$ cat src/rtl/axi4_lite_cmd_master_pkg.sv
// Shared types and constants for the AXI4-Lite command master:
// FSM state encoding, AXI response codes, default bus widths.
package axi4_lite_cmd_master_pkg;

    localparam int DEF_ADDR_W = 32;
    localparam int DEF_DATA_W = 32;
    localparam int LAT_W      = 16;

    localparam logic [LAT_W-1:0] LAT_MAX = 16'hFFFF;

    localparam logic [1:0] RESP_OKAY   = 2'b00;
    localparam logic [1:0] RESP_EXOKAY = 2'b01;
    localparam logic [1:0] RESP_SLVERR = 2'b10;
    localparam logic [1:0] RESP_DECERR = 2'b11;

    localparam logic [2:0] AXI_PROT_DEFAULT = 3'b000;

    typedef enum logic [2:0] {
        ST_IDLE    = 3'd0,
        ST_WR_REQ  = 3'd1,
        ST_WR_RESP = 3'd2,
        ST_RD_REQ  = 3'd3,
        ST_RD_RESP = 3'd4,
        ST_RSP     = 3'd5
    } state_e;

    function automatic logic [LAT_W-1:0] lat_sat_inc(input logic [LAT_W-1:0] v);
        return (v == LAT_MAX) ? v : v + 16'd1;
    endfunction

endpackage

$ cat src/rtl/axi4_lite_cmd_master.sv
// Single-outstanding AXI4-Lite manager: turns one command into one AW/W/B or
// AR/R exchange and returns a response with the accept-to-handshake latency.
//
// state      | meaning
// -----------+--------------------------------------------------------------
// ST_IDLE    | o_cmd_ready high, waiting for a command
// ST_WR_REQ  | awvalid/wvalid asserted, each dropped after its own handshake
// ST_WR_RESP | bready high, waiting for bvalid
// ST_RD_REQ  | arvalid asserted until arready
// ST_RD_RESP | rready high, waiting for rvalid
// ST_RSP     | o_rsp_valid high with captured fields until i_rsp_ready
module axi4_lite_cmd_master
    import axi4_lite_cmd_master_pkg::*;
#(
    parameter int AXI4_LITE_ADDR_BIT_WIDTH = DEF_ADDR_W,
    parameter int AXI4_LITE_DATA_BIT_WIDTH = DEF_DATA_W
) (
    input  logic                                  i_clk,
    input  logic                                  i_rst_n,

    input  logic                                  i_cmd_valid,
    output logic                                  o_cmd_ready,
    input  logic                                  i_cmd_we,
    input  logic [AXI4_LITE_ADDR_BIT_WIDTH-1:0]   i_cmd_addr,
    input  logic [AXI4_LITE_DATA_BIT_WIDTH-1:0]   i_cmd_wdata,
    input  logic [AXI4_LITE_DATA_BIT_WIDTH/8-1:0] i_cmd_wstrb,

    output logic                                  o_rsp_valid,
    input  logic                                  i_rsp_ready,
    output logic                                  o_rsp_we,
    output logic [AXI4_LITE_DATA_BIT_WIDTH-1:0]   o_rsp_rdata,
    output logic [1:0]                            o_rsp_resp,
    output logic [LAT_W-1:0]                      o_rsp_latency,

    output logic [AXI4_LITE_ADDR_BIT_WIDTH-1:0]   o_awaddr,
    output logic [2:0]                            o_awprot,
    output logic                                  o_awvalid,
    input  logic                                  i_awready,

    output logic [AXI4_LITE_DATA_BIT_WIDTH-1:0]   o_wdata,
    output logic [AXI4_LITE_DATA_BIT_WIDTH/8-1:0] o_wstrb,
    output logic                                  o_wvalid,
    input  logic                                  i_wready,

    input  logic [1:0]                            i_bresp,
    input  logic                                  i_bvalid,
    output logic                                  o_bready,

    output logic [AXI4_LITE_ADDR_BIT_WIDTH-1:0]   o_araddr,
    output logic [2:0]                            o_arprot,
    output logic                                  o_arvalid,
    input  logic                                  i_arready,

    input  logic [AXI4_LITE_DATA_BIT_WIDTH-1:0]   i_rdata,
    input  logic [1:0]                            i_rresp,
    input  logic                                  i_rvalid,
    output logic                                  o_rready
);

    localparam int AW = AXI4_LITE_ADDR_BIT_WIDTH;
    localparam int DW = AXI4_LITE_DATA_BIT_WIDTH;
    localparam int SW = DW / 8;

    if (!(DW == 32 || DW == 64)) begin : g_bad_data_width
        $error("AXI4_LITE_DATA_BIT_WIDTH must be 32 or 64");
    end

    state_e            state_q, state_d;
    logic [AW-1:0]     addr_q, addr_d;
    logic [DW-1:0]     wdata_q, wdata_d;
    logic [SW-1:0]     wstrb_q, wstrb_d;
    logic              we_q, we_d;
    logic              aw_done_q, aw_done_d;
    logic              w_done_q, w_done_d;
    logic [DW-1:0]     rdata_q, rdata_d;
    logic [1:0]        resp_q, resp_d;
    logic [LAT_W-1:0]  lat_q, lat_d;
    logic [LAT_W-1:0]  lat_cap_q, lat_cap_d;

    logic awvalid, wvalid, arvalid, bready, rready;

    // Handshake strobes are decoded from registered state only, so reset
    // drops every VALID/READY without waiting for a clock.
    assign o_cmd_ready = (state_q == ST_IDLE);
    assign awvalid     = (state_q == ST_WR_REQ) && !aw_done_q;
    assign wvalid      = (state_q == ST_WR_REQ) && !w_done_q;
    assign bready      = (state_q == ST_WR_RESP);
    assign arvalid     = (state_q == ST_RD_REQ);
    assign rready      = (state_q == ST_RD_RESP);
    assign o_rsp_valid = (state_q == ST_RSP);

    assign o_awvalid = awvalid;
    assign o_wvalid  = wvalid;
    assign o_bready  = bready;
    assign o_arvalid = arvalid;
    assign o_rready  = rready;

    assign o_awaddr = addr_q;
    assign o_araddr = addr_q;
    assign o_wdata  = wdata_q;
    assign o_wstrb  = wstrb_q;
    assign o_awprot = AXI_PROT_DEFAULT;
    assign o_arprot = AXI_PROT_DEFAULT;

    assign o_rsp_we      = we_q;
    assign o_rsp_rdata   = rdata_q;
    assign o_rsp_resp    = resp_q;
    assign o_rsp_latency = lat_cap_q;

    always_ff @(posedge i_clk or negedge i_rst_n) begin
        if (!i_rst_n) begin
            state_q   <= ST_IDLE;
            addr_q    <= '0;
            wdata_q   <= '0;
            wstrb_q   <= '0;
            we_q      <= 1'b0;
            aw_done_q <= 1'b0;
            w_done_q  <= 1'b0;
            rdata_q   <= '0;
            resp_q    <= RESP_OKAY;
            lat_q     <= '0;
            lat_cap_q <= '0;
        end else begin
            state_q   <= state_d;
            addr_q    <= addr_d;
            wdata_q   <= wdata_d;
            wstrb_q   <= wstrb_d;
            we_q      <= we_d;
            aw_done_q <= aw_done_d;
            w_done_q  <= w_done_d;
            rdata_q   <= rdata_d;
            resp_q    <= resp_d;
            lat_q     <= lat_d;
            lat_cap_q <= lat_cap_d;
        end
    end

    always_comb begin
        state_d   = state_q;
        addr_d    = addr_q;
        wdata_d   = wdata_q;
        wstrb_d   = wstrb_q;
        we_d      = we_q;
        aw_done_d = aw_done_q;
        w_done_d  = w_done_q;
        rdata_d   = rdata_q;
        resp_d    = resp_q;
        lat_d     = lat_q;
        lat_cap_d = lat_cap_q;

        case (state_q)
            ST_IDLE: begin
                if (i_cmd_valid) begin
                    addr_d    = i_cmd_addr;
                    wdata_d   = i_cmd_wdata;
                    wstrb_d   = i_cmd_wstrb;
                    we_d      = i_cmd_we;
                    aw_done_d = 1'b0;
                    w_done_d  = 1'b0;
                    lat_d     = 16'd1;
                    state_d   = i_cmd_we ? ST_WR_REQ : ST_RD_REQ;
                end
            end
            ST_WR_REQ: begin
                lat_d = lat_sat_inc(lat_q);
                if (awvalid && i_awready) aw_done_d = 1'b1;
                if (wvalid && i_wready)   w_done_d  = 1'b1;
                if (aw_done_d && w_done_d) state_d = ST_WR_RESP;
            end
            ST_WR_RESP: begin
                lat_d = lat_sat_inc(lat_q);
                if (i_bvalid) begin
                    resp_d    = i_bresp;
                    rdata_d   = '0;
                    lat_cap_d = lat_sat_inc(lat_q);
                    state_d   = ST_RSP;
                end
            end
            ST_RD_REQ: begin
                lat_d = lat_sat_inc(lat_q);
                if (i_arready) state_d = ST_RD_RESP;
            end
            ST_RD_RESP: begin
                lat_d = lat_sat_inc(lat_q);
                if (i_rvalid) begin
                    resp_d    = i_rresp;
                    rdata_d   = i_rdata;
                    lat_cap_d = lat_sat_inc(lat_q);
                    state_d   = ST_RSP;
                end
            end
            ST_RSP: begin
                if (i_rsp_ready) state_d = ST_IDLE;
            end
            default: state_d = ST_IDLE;
        endcase
    end

endmodule

$ cat config.mk
export PLATFORM = sky130hd
export DESIGN_NAME = axi4_lite_cmd_master
export DESIGN_NICKNAME = d
export VERILOG_FILES = /design/src/rtl/axi4_lite_cmd_master_pkg.sv /design/src/rtl/axi4_lite_cmd_master.sv
export SDC_FILE = /design/constraint.sdc
export NUM_CORES = 1
export LEC_CHECK = 0
export CAP_MARGIN = 15
export CORE_AREA = 5 5 132 134
export CTS_BUF_LIST = sky130_fd_sc_hd__clkbuf_2
export DETAILED_ROUTE_END_ITERATION = 8
export DIE_AREA = 0 0 137 139
export GPL_ROUTABILITY_DRIVEN = 0
export MAX_ROUTING_LAYER = met4
export PLACE_DENSITY = 0.73
export SLEW_MARGIN = 10
export SYNTH_ARGS = -nofsm -noshare
export SYNTH_HDL_FRONTEND = slang
export SYNTH_SLANG_ARGS = --single-unit
export TNS_END_PERCENT = 50
$ cat constraint.sdc
create_clock -name i_clk -period 3.9 [get_ports i_clk]
set_input_delay 0.78 -clock i_clk [delete_from_list [all_inputs] [get_ports i_clk]]
set_output_delay 0.78 -clock i_clk [all_outputs]
set_load 0.005 [all_outputs]
==> flow_summary.yaml <==
cts:
  cts_made_buffers: 17
  cts_root_buffer: "clkbuf_2"
  clock_latency_ns: 0.69
  cts_buffer_depth: 2
  cts-resized-gates: 0
  path_clk_slew_ns: 0.22
  cts.htree.levels: 4
  postCtsSetupRepairBufs: 0
  cts.sinks: 140
  cts_hold_buf: 0
  cts_tree: "yes"
route:
  drt_iter0_markers: 285
  dr.pass1.iters: 4
  via_count: 5283
  postRouteWirelength_mm: 19.1
  viasPerCell: 5.09
  drc: 0
  wl_per_cell_um: 18.4
  ant_nets: 0
setup_path:
  crit_required_ns: 3.12
  cp_cell_sequence: "inv_1 > or3_1 > nor2_1 > clkdlybuf4s50_1"
  reg2reg_from: "lat_q[0]$_DFFE_PN0P_"
  cp_max_fo: 12
  r2r_cells: 6
  startpoint: "state_q[0]$_DFFE_PN0P_"
  cp_data_arrival_time_ns: 2.62
  rr_endpoint: "o_rsp_latency[1]$_DFFE_PN0P_"
  crit_path_end: "o_awvalid"
  cp-end-kind: "primary output"
  crit_slowest_cell: "dfrtp_1"
  start_kind: "register"
  reg2reg_slack_ns: 1.45
  slowest_delay_ns: 0.67
  path_class: "register to primary output"
worst_hold_path:
  hold_path.class: "input pin to async pin"
logic_synthesis:
  ys.warnings.count: 0
  synth.most_common_cell: "dfrtp_1"
  syn_inst: 576
  synth_area_leaders: "dfrtp_1, mux2_2, nand2_1"
  muxShareOfSynthArea_pct: 13.4
  synth_top_area_share_pct: 55.4
  syn-cell-area_sq_mm: 0.00632
  synth_top_family_by_area: "simple AND/OR/NAND/NOR gates"
  ys_ff_latch: 140
  ys_seq_area_share_pct: 55.4
  synth_edf_count: 0
  synth_compound_area_share_pct: 8.29
  syn_area_per_cell_sq_um: 11.0
  synth_xor_area_share_pct: 0.692
  synth_commonest_cells: "dfrtp_1, nand2_1, mux2_2"
  async_reset_ff_share_pct: 100
  synthFlopType: "dfrtp_1"
  yosys.area_share.simple_pct: 14.4
  synth.distinct_cells: 57
  synth.largest_area_cell: "dfrtp_1"
  synth_fa_ha_area_share_pct: 0.198
timing:
  grt_setup_unrepaired: "no"
  fin_ws_ns: 0.502
  fin_crit_ns: 3.40
  setup-tns-final_ns: 0
  worst_pin_slew_ns: 0.953
  max-slew-margin-rel_pct: 36.4
  fmax_mhz: 294
  slew_violations: 0
  skew_ns: 0.0367
  setup_viol: 0
  post-route-period-util_pct: 87.1
  hold_slack_ns: 0.492
  finalHoldViolCount: 0
run_status:
  status: "finished clean"
grt:
  grt_pass1_wl_mm: 29.3
  grt_pass1_vias: 5303
  track_usage_pct: 20.2
  antenna_found_initial: 1
  grt_max_degree: 119
  grt_overflow: 0
power_and_ir_drop:
  ir_drop_uv: 298
  sw_frac_of_total_pct: 33.5
  p_leak_nw: 3.90
  power.internal_mw: 4.56
  power_switching_mw: 2.29
  clkPwrFrac_pct: 13.7
  combPwrFrac_pct: 48.5
  p_seq_share_pct: 37.8
  p_per_area_mw_per_mm2: 740
die:
  die_w_um: 137
  num_io_pins: 278
  initial_core_util_pct: 39.1
  dieArea_sq_mm: 0.0190
  die_h_um: 139
  coreArea_sq_mm: 0.0162
  placementRows: 47
place:
  pre_cts_slack_ns: 1.05
  io_buffers: 271
  dp.final_hpwl_mm: 14.2
finish:
  seqCellArea_sq_mm: 0.00350
  nets: 920
  area_delta_synth_final_pct: 46.4
  utilization_pct: 57.3
  multi_input_area_sq_mm: 0.00238
  n_fill_cell: 1334
  drive_above_1_share_pct: 15.0
flow_run:
  max_cap_viol_count: 0
==> cell families after synthesis <==
| family | count (synthesis) |
|---|---|
| and+or+nand+nor | 190 |
| DFF | 140 |
| AOI/OAI and AO/OA | 83 |
| buffers and inverters | 80 |
| muxes | 76 |
| xor gates and xnor gates | 5 |
| adders and majority gates | 1 |
| other | 1 |
==> layout make-up <==
cell class / count / area share (%)
clock buffer: 17 / 0.919
antenna: 2 / 0.0540
inverter: 6 / 0.243
sequential: 140 / 37.8
tap: 220 / 2.97
timing repair buffer: 279 / 30.3
multi-input combinational: 361 / 25.8
clock inverter: 12 / 1.89
==> stage by stage <==
stage,cell area [sq um],std cells,power [mW]
6_report,9260,1037,6.85
5_1_grt,9260,1036,7.30
4_1_cts,9220,1033,6.94
3_5_place_dp,8960,1004,5.99
3_3_place_gp,8960,1004,5.87
2_1_floorplan,6340,581,4.05
==> power by group through the flow <==
stage | logic, mW | registers, mW | clock network (mW)
after global routing | 3.58 | 2.69 | 1.02
after CTS | 3.38 | 2.59 | 0.968
final | 3.32 | 2.59 | 0.940
after detailed placement | 3.37 | 2.62 | 0
after floorplan | 1.52 | 2.53 | 0
after global placement | 3.29 | 2.59 | 0
==> critical path, delay by kind of cell, from the launching register on <==
kind,cells,cell delay (ns)
simple gates,2,0.53
buf+inv,2,0.74
flops,1,0.67
==> how the worst min path moves through the flow <==
stage                                  endpoint  slack (ns)  cells after the start
floorplan            o_rsp_rdata[0]$_DFFE_PN0P_        0.46                      2
global placement    o_rsp_rdata[19]$_DFFE_PN0P_        0.45                      2
detailed placement  o_rsp_rdata[15]$_DFFE_PN0P_        0.46                      2
CTS                     o_araddr[4]$_DFFE_PN0P_        0.18                      1
global route            o_araddr[4]$_DFFE_PN0P_        0.42                      2
finish                  o_araddr[4]$_DFFE_PN0P_        0.49                      2
==> layout by cell type, fill, tap and decap left out, drive strengths merged, types with 2 or more instances in the layout <==
cell | netlist | layout
conb | 1 | 6
and4 | 2 | 2
clkinv | 0 | 6
nor2 | 25 | 25
o22ai | 3 | 3
nand2 | 88 | 88
o31ai | 5 | 5
a31o | 2 | 2
o21a | 2 | 2
inv | 6 | 6
nor3 | 4 | 4
clkbuf | 20 | 17
a211o | 2 | 2
nor4 | 5 | 5
nand4 | 6 | 6
clkdlybuf4s50 | 0 | 270
a31oi | 14 | 14
and3 | 3 | 3
nand3b | 2 | 2
o21ai | 23 | 23
mux2 | 71 | 71
dfrtp | 140 | 140
buf | 54 | 8
bufinv | 0 | 4
a21oi | 18 | 18
clkinvlp | 0 | 2
o2bb2ai | 2 | 2
o211ai | 3 | 3
mux2i | 5 | 5
or3 | 7 | 7
nand3 | 37 | 37
nor3b | 2 | 2
diode | 0 | 2
xnor2 | 4 | 4
or4 | 3 | 3
and2 | 3 | 3
nand2b | 3 | 3
==> flip-flops by register name (all words and copies together) (netlist names) <==
name           flops
w_done_q           1
o_rsp_rdata       32
lat_q             16
o_rsp_resp         2
aw_done_q          1
o_wstrb            4
state_q            3
o_rsp_latency     16
o_wdata           32
o_rsp_we           1
o_araddr          32
==> metal layers <==
metal | wire, um | vias up | global-route usage, %
li1 | - | 2434 | -
met4 | 395 | 0 | 5.25
met5 | 0 | - | -
met2 | 9710 | 209 | 33.5
met1 | 7560 | 2611 | 23.6
met3 | 1420 | 29 | 6.39
(Power assumes the default switching activity.)
